--- src/rtl/dmem_pkg.sv ---
// Shared types and constants for the M-stage data-memory bridge.
package dmem_pkg;

    typedef enum logic [1:0] {
        IDLE = 2'd0,
        ADDR = 2'd1,
        DATA = 2'd2,
        HOLD = 2'd3
    } dmem_state_e;

    localparam logic [1:0] SZ_BYTE = 2'd0;
    localparam logic [1:0] SZ_HALF = 2'd1;
    localparam logic [1:0] SZ_WORD = 2'd2;

    // Store strobes must cover exactly the naturally aligned lanes for the size.
    function automatic logic sel_aligned(input logic [1:0] size, input logic [3:0] sel);
        case (size)
            SZ_WORD: sel_aligned = (sel == 4'b1111);
            SZ_HALF: sel_aligned = (sel == 4'b0011) || (sel == 4'b1100);
            default: sel_aligned = 1'b1;
        endcase
    endfunction

endpackage

--- src/rtl/dmem_req_reg.sv ---
// Request-capture bank: holds addr/wdata/wr/size stable for the whole bus transfer.
module dmem_req_reg #(
    parameter int ADDR_W = 32,
    parameter int DATA_W = 32
) (
    input  logic              clk,
    input  logic              rst,
    input  logic              i_load,
    input  logic [ADDR_W-1:0] i_addr,
    input  logic [DATA_W-1:0] i_wdata,
    input  logic              i_wr,
    input  logic [1:0]        i_size,
    output logic [ADDR_W-1:0] o_addr,
    output logic [DATA_W-1:0] o_wdata,
    output logic              o_wr,
    output logic [1:0]        o_size
);

    logic [ADDR_W-1:0] r_addr;
    logic [DATA_W-1:0] r_wdata;
    logic              r_wr;
    logic [1:0]        r_size;

    always_ff @(posedge clk or negedge rst) begin
        if (!rst) begin
            r_addr  <= '0;
            r_wdata <= '0;
            r_wr    <= 1'b0;
            r_size  <= 2'd0;
        end else if (i_load) begin
            r_addr  <= i_addr;
            r_wdata <= i_wdata;
            r_wr    <= i_wr;
            r_size  <= i_size;
        end
    end

    assign o_addr  = r_addr;
    assign o_wdata = r_wdata;
    assign o_wr    = r_wr;
    assign o_size  = r_size;

endmodule

--- src/rtl/dmem_sramlike_bridge.sv ---
// M-stage load/store to sram-like (req/addr_ok/data_ok) bridge with pipeline stall and flush cancel.
// Optional stall-cycle counter enabled by defining DMEM_PERF_CNT_EN.
module dmem_sramlike_bridge
    import dmem_pkg::*;
#(
    parameter int ADDR_W = 32,
    parameter int DATA_W = 32
) (
    input  logic              clk,
    input  logic              rst,
    input  logic              cpu_en,
    input  logic              cpu_wr,
    input  logic [3:0]        cpu_sel,
    input  logic [1:0]        cpu_size,
    input  logic [ADDR_W-1:0] cpu_addr,
    input  logic [DATA_W-1:0] cpu_wdata,
    input  logic              cpu_except,
    input  logic              flush,
    output logic [DATA_W-1:0] cpu_rdata,
    output logic              cpu_stall,
    output logic              data_req,
    output logic              data_wr,
    output logic [1:0]        data_size,
    output logic [ADDR_W-1:0] data_addr,
    output logic [DATA_W-1:0] data_wdata,
    input  logic              data_addr_ok,
    input  logic              data_data_ok,
    input  logic [DATA_W-1:0] data_rdata,
    output logic [31:0]       stall_cycles
);

    dmem_state_e       r_state;
    dmem_state_e       w_next;
    logic              r_cancel;
    logic [DATA_W-1:0] r_rdata;
    logic              w_go;
    logic              w_cancel_path;
    logic              w_load;
    logic              w_busy;

    assign w_go          = cpu_en & ~cpu_except & ~flush;
    assign w_cancel_path = r_cancel | flush;
    assign w_load        = (r_state == IDLE) & w_go;
    assign w_busy        = (r_state == ADDR) | (r_state == DATA);

    dmem_req_reg #(.ADDR_W(ADDR_W), .DATA_W(DATA_W)) u_req (
        .clk     (clk),
        .rst     (rst),
        .i_load  (w_load),
        .i_addr  (cpu_addr),
        .i_wdata (cpu_wdata),
        .i_wr    (cpu_wr),
        .i_size  (cpu_size),
        .o_addr  (data_addr),
        .o_wdata (data_wdata),
        .o_wr    (data_wr),
        .o_size  (data_size)
    );

    always_comb begin
        w_next = r_state;
        case (r_state)
            IDLE:    if (w_go) w_next = ADDR;
            ADDR:    if (data_addr_ok) w_next = DATA;
            // A cancelled transfer skips HOLD: the flushed instruction must not advance.
            DATA:    if (data_data_ok) w_next = w_cancel_path ? IDLE : HOLD;
            HOLD:    w_next = IDLE;
            default: w_next = IDLE;
        endcase
    end

    always_ff @(posedge clk or negedge rst) begin
        if (!rst) begin
            r_state  <= IDLE;
            r_cancel <= 1'b0;
            r_rdata  <= '0;
        end else begin
            r_state <= w_next;
            if ((r_state == DATA) && data_data_ok)
                r_cancel <= 1'b0;
            else if (w_busy && flush)
                r_cancel <= 1'b1;
            if ((r_state == DATA) && data_data_ok && !w_cancel_path && !data_wr)
                r_rdata <= data_rdata;
        end
    end

    assign data_req  = (r_state == ADDR);
    assign cpu_rdata = r_rdata;
    assign cpu_stall = cpu_en & ~cpu_except & (r_state != HOLD) & ~w_cancel_path;

`ifdef DMEM_PERF_CNT_EN
    logic [31:0] r_stall_cnt;

    always_ff @(posedge clk or negedge rst) begin
        if (!rst)
            r_stall_cnt <= 32'd0;
        else if (cpu_stall && (r_stall_cnt != 32'hFFFF_FFFF))
            r_stall_cnt <= r_stall_cnt + 32'd1;
    end

    assign stall_cycles = r_stall_cnt;
`else
    assign stall_cycles = 32'd0;
`endif

    a_ok_overlap: assert property (@(posedge clk) disable iff (!rst)
        (r_state == ADDR) |-> !(data_addr_ok && data_data_ok));

    a_sel_align: assert property (@(posedge clk) disable iff (!rst)
        (w_go && cpu_wr) |-> sel_aligned(cpu_size, cpu_sel));

endmodule
--- config.mk ---
export PLATFORM = sky130hd
export DESIGN_NAME = dmem_sramlike_bridge
export DESIGN_NICKNAME = d
export VERILOG_FILES = /design/src/rtl/dmem_pkg.sv /design/src/rtl/dmem_req_reg.sv /design/src/rtl/dmem_sramlike_bridge.sv
export SDC_FILE = /design/constraint.sdc
export NUM_CORES = 1
export LEC_CHECK = 0
export ABC_AREA = 1
export CORE_ASPECT_RATIO = 1.4
export CORE_UTILIZATION = 30
export CTS_CLUSTER_DIAMETER = 150
export CTS_CLUSTER_SIZE = 40
export DETAILED_ROUTE_END_ITERATION = 12
export GPL_ROUTABILITY_DRIVEN = 0
export GPL_TIMING_DRIVEN = 0
export PLACE_DENSITY = 0.76
export SETUP_SLACK_MARGIN = 0.2
export SLEW_MARGIN = 20
export SYNTH_ARGS = -nofsm -noshare
export SYNTH_HDL_FRONTEND = slang
export SYNTH_HIERARCHICAL = 1
export SYNTH_SLANG_ARGS = --single-unit
export TNS_END_PERCENT = 50
--- constraint.sdc ---
create_clock -name clk -period 2.01 [get_ports clk]
set_clock_uncertainty 0.05 [all_clocks]
set_input_delay 0.402 -clock clk [delete_from_list [all_inputs] [get_ports clk]]
set_output_delay 0.402 -clock clk [all_outputs]
set_load 0.005 [all_outputs]
# Yosys cells after proc, flatten, opt, wreduce, memory -nomap -nowiden
# Cells that the tools add are included.
# op_classes
n_bitwise	10
n_reduce_logical	9
n_eq_ne	7
n_mux	7
# ops
cell	n
two-way mux 2 bit	4
case mux 2 bit (4 select lines)	1
!= test 2 bit, second input constant	3
AND 1 bit	5
== test 2 bit, second input constant	2
logical AND 1 bit	4
inverter 1 bit	3
AND reduction 3 bit	1
== test 2 x 1 -> 1 bit, second input constant	1
zero test 1 bit	2
zero test 2 bit	1
two-way mux 1 bit	2
!= test 2 x 1 -> 1 bit, second input constant	1
OR 1 bit	2
nonzero test 2 bit	1
# totals
wordCells	40
out_inout_bits	133
inputBits	110
regBits	102

# Depth between registers and ports, before layout
# depth
depth_word	5
depth_mapped	10
ltp_nobuf	8

# Cells and area by module
# Netlist, hierarchy kept.
# modules_own_cells
module	n_inst	cells_per_inst	seq_area_each_um2	area_each_um2
dmem_req_reg	1	284	1676.6	2546.2
dmem_sramlike_bridge	1	208	875.8	1928.1

# Least setup slack after synthesis
# OpenSTA, ideal clock, no wires.
# synth_timing
kind	register to register
start	register r_state[1]
end	register u_req.r_addr[0] (netlist: u_req/o_addr[0])
setup_time_ps	116
t_required_ps	1844
n_path_buf	3
arrival_ps	1294
slack_ps	550
synth_period_minus_slack_ps	1460
path_stages_with_launch	11
path_cell_list	dfrtp_1 inv_1 ha_1 inv_1 nor2_1 buf_4 inv_2 buf_6 buf_6 nand2_1 nand2_1
# synth_between
elab_chain_cells	2
# synth_lines
element	line_no	source
start, declared	dmem_sramlike_bridge.sv:32	dmem_state_e r_state;
start signal, assigned	dmem_sramlike_bridge.sv:78	r_state <= w_next;
zero test 2 bit	dmem_sramlike_bridge.sv:43	assign w_load = (r_state == IDLE) & w_go;
AND 1 bit	dmem_sramlike_bridge.sv:43	
via w_load	dmem_sramlike_bridge.sv:38	logic w_load;
end signal, assigned	dmem_req_reg.sv:31	r_addr <= i_addr;
end, declared	dmem_req_reg.sv:19	logic [ADDR_W-1:0] r_addr;
# The timed path passes the listed nets, and every way through them passes these cells.
# A chain may end at the register's enable or synchronous reset.

# Worst setup path after layout
# layout_timing
start	register r_state[1]
end	output port cpu_stall
# layout_between
elab_chain_cells	3
# layout_lines
element	line_no	source
!= test 2 bit	dmem_sramlike_bridge.sv:90	assign cpu_stall = cpu_en & ~cpu_except & (r_state != HOLD) & ~w_cancel_path;
AND 1 bit (2 in a row)	dmem_sramlike_bridge.sv:90	
end, declared	dmem_sramlike_bridge.sv:20	output logic cpu_stall,
# No other way between the ends.

==> results_dict.tcl <==
set metrics [dict create \
    hpwlAfterDp_mm 9.10 \
    layout-drive-gt1-share_pct 15.5 \
    wire_per_inst_um 13.2 \
    detailedRoute.firstIterationViolations 133 \
    grt_setup_unrepaired "false" \
    placed_cells 919 \
    nature_of_the_critical_path_startpoint "register" \
    pwr_density_cell_nw_per_um2 1270 \
    timing.critical_path.cells "buf_4 > ha_2 > nor3_2 > buf_2" \
    synth.yosys.seq_area_share_pct 57.0 \
    instances_no_fill 942 \
    final_antenna_net_count 0 \
    overflow_left_after_global_routing 0 \
    clock_tree.htree_level_count 3 \
    switching_share_pct 30.6 \
    timing_hold_violations_final 0 \
    post-route-period-util_pct 87.5 \
    portBuffers 206 \
    cellLeakagePower_nw 3.75 \
    clock_power_share_pct 18.6 \
    worst-path-buf-inv 2 \
    synth.lib_cells_used.distinct 16 \
    ys_ff_latch 102 \
    worst-path-max-fanout 2 \
    detail_route.wirelength_mm 12.4 \
    initial_core_util_pct 30.8 \
    number_of_global_route_vias_before_repair 3814 \
    critPathArrivalTime_ns 1.31 \
    grt_max_degree 68 \
    yosys_warning_count 6 \
    numClockSinks 102 \
    combPwrFrac_pct 42.5 \
    initial_antenna_violation_count 0 \
    dieArea_sq_um 15400 \
    die-width_um 105 \
    max_cap_violations 0 \
    design_area_sq_um 7290 \
    timing.final.max_slew_violations 0 \
    fillerInstances 1376 \
    clock_latency_ns 0.33 \
    syn-cell-area_sq_um 4470 \
    clock_tree_buffer_depth 2 \
    ir_drop_v 0.000567 \
    status "finished, final reports clean" \
    setup_tns_ns 0 \
    p_int_mw 6.42 \
    portion_of_total_power_attributed_to_sequential_cells_pct 38.9 \
    placed_cell_area_sq_um 6920 \
    core-area_sq_um 14500 \
    placement_rows 52 \
    num_vias 3823 \
    hp-class "register to register" \
    synthToLayoutAreaGrowth_pct 63.0 \
    detailedRoute.firstPassIterationCount 4 \
    multi_input_area_sq_um 1470 \
    worst_path_setup_slack_after_routing_ns 0.252 \
    detail_route.drc_violations 0 \
    syn_avg_cell_area_sq_um 9.09 \
    path_class "register to output pin" \
    crit_path_end_kind "output pin" \
    chip_height_um 147 \
    global_route_wire_length_before_repair_mm 19.7 \
    crit_slowest_cell "dfrtp_1" \
    final_util_pct 50.3 \
    post_synth_inst_count 492 \
    setup-violations-final 0 \
    fmax_ghz 0.569 \
    num-nets-final 863 \
    cp.required_ns 1.56 \
    clock_pin_slew_worst_setup_and_hold_paths_ns 0.07 \
    crit_path_max_incr_delay_ns 0.40 \
    switching_power_mw 2.83 \
    grt_use_total_pct 16.5 \
    avgViaCountPerCell 4.06 \
    finalCriticalPeriod_ns 1.76 \
    dp_slack_ns -0.241 \
    antenna-diode-count 0 \
    layout.area.seq_sq_um 2550 \
    ctsRootBufferMaster "clkbuf_16" \
    cts_made_buffers 9 \
    cts_tree "yes" \
    io-pin-count 243 \
    timing.critical_path.max_delay_family "flip-flops" \
]
-- sequential cells by signal, indices dropped and copies added, names as in the netlist --
name / count
cpu_rdata: 32
r_cancel: 1
r_state: 2
u_req/o_addr: 32
u_req/o_size: 2
u_req/o_wdata: 32
u_req/o_wr: 1
-- cell usage after synthesis (all sizes together) --
cell | number | area [sq um]
buf | 53 | 419
conb | 1 | 3.75
dfrtp | 102 | 2550
ha | 5 | 62.6
inv | 42 | 158
nand2 | 247 | 927
nand3 | 3 | 15.0
nand3b | 2 | 27.5
nor2 | 3 | 18.8
nor3 | 2 | 10.0
o21ai | 32 | 280
-- power by group through the flow --
| stage | sequential, mW | clock [mW] | combinational, mW |
|---|---|---|---|
| finish | 3.59 | 1.72 | 3.93 |
| global route | 3.74 | 1.89 | 4.30 |
| CTS | 3.60 | 1.80 | 3.98 |
| detailed placement | 3.62 | 0 | 3.93 |
| global placement | 3.59 | 0 | 3.86 |
| floorplan | 3.69 | 0 | 1.25 |
-- worst register-to-register path, cell delays in order, from the launching register on --
cell      delay, ns
dfrtp_1        0.38
buf_4          0.13
buf_4          0.11
ha_1           0.20
nand2_1        0.09
inv_2          0.08
nand3b_4       0.18
buf_6          0.21
nand2_1        0.07
o21ai_2        0.06
-- what timing repair did --
action                                  4_1_cts  5_1_grt
hold buffers                                  1        0
resized for setup                             4       13
pin swaps                                     0        2
endpoints found under the setup margin        3       68
hold endpoints to repair                     35        0
setup buffers                                 4        2
-- final timing paths --
kind,from,endpoint,slack [ns],cells after the start
max,r_state[1],cpu_stall,0.25,4
min,u_req/o_wdata[15],u_req/o_wdata[15],0.42,2
max reg2reg,r_state[1],cpu_rdata[15],0.34,9
min reg2reg,u_req/o_wdata[15],u_req/o_wdata[15],0.42,2
max in group asynchronous,rst,u_req/o_size[0],0.74,3
min in group asynchronous,rst,u_req/o_addr[3],0.49,2
-- layer usage --
| layer | vias to the layer above | wire length, um | global-route usage (%) |
|---|---|---|---|
| met5 | - | 0 | 0 |
| met4 | 0 | 374 | 7.39 |
| met3 | 25 | 746 | 4.82 |
| met2 | 142 | 6700 | 29.2 |
| met1 | 1739 | 4610 | 18.1 |
| li1 | 1917 | - | - |
-- logic make-up after synthesis --
family / Yosys count / share of synthesized area, %
AOI/OAI and AO/OA: 32 / 6.26
adders and majority gates: 5 / 1.40
buffers and inverters: 95 / 12.9
DFF: 102 / 57.0
other: 1 / 0.0838
and+or+nand+nor: 257 / 22.3
-- cell type report --
type | count | area share [%]
buffer | 53 | 5.97
clock buffer | 12 | 3.52
clock inverter | 4 | 0.480
inverter | 42 | 2.16
multi-input combinational | 326 | 20.2
sequential | 102 | 35.0
tap | 189 | 3.24
timing repair buffer | 214 | 29.4
-- layout by cell type (no fill, tap or decap) --
cell type / netlist / layout
nand2_1: 247 / 247
ha_1: 5 / 4
ha_2: 0 / 1
dlymetal6s2s_1: 0 / 3
buf_6: 11 / 11
dlygate4sd3_1: 0 / 1
buf_16: 0 / 1
nand3b_4: 1 / 1
inv_1: 40 / 39
buf_4: 34 / 40
nor2_2: 0 / 1
clkbuf_4: 0 / 1
nand3_1: 3 / 3
clkbuf_1: 0 / 1
nand3b_1: 1 / 1
clkbuf_16: 0 / 9
clkdlybuf4s50_1: 0 / 200
buf_8: 0 / 2
clkbuf_8: 0 / 2
inv_6: 0 / 4
dlygate4sd2_1: 0 / 1
nor2_1: 2 / 1
nor3_2: 0 / 1
dfrtp_1: 102 / 102
nor2_4: 1 / 1
conb_1: 1 / 32
o21ai_2: 32 / 32
nor3_1: 2 / 1
inv_2: 2 / 3
buf_2: 8 / 7
-- stage by stage --
step	power [mW]	hold WS [ns]
final	9.24	0.422
after CTS	9.37	0.425
after detailed placement	7.55	0.277
after floorplan	4.94	0.0564
after global placement	7.45	0.404
after global routing	9.93	0.439
Power figures use the tool's default switching activity.
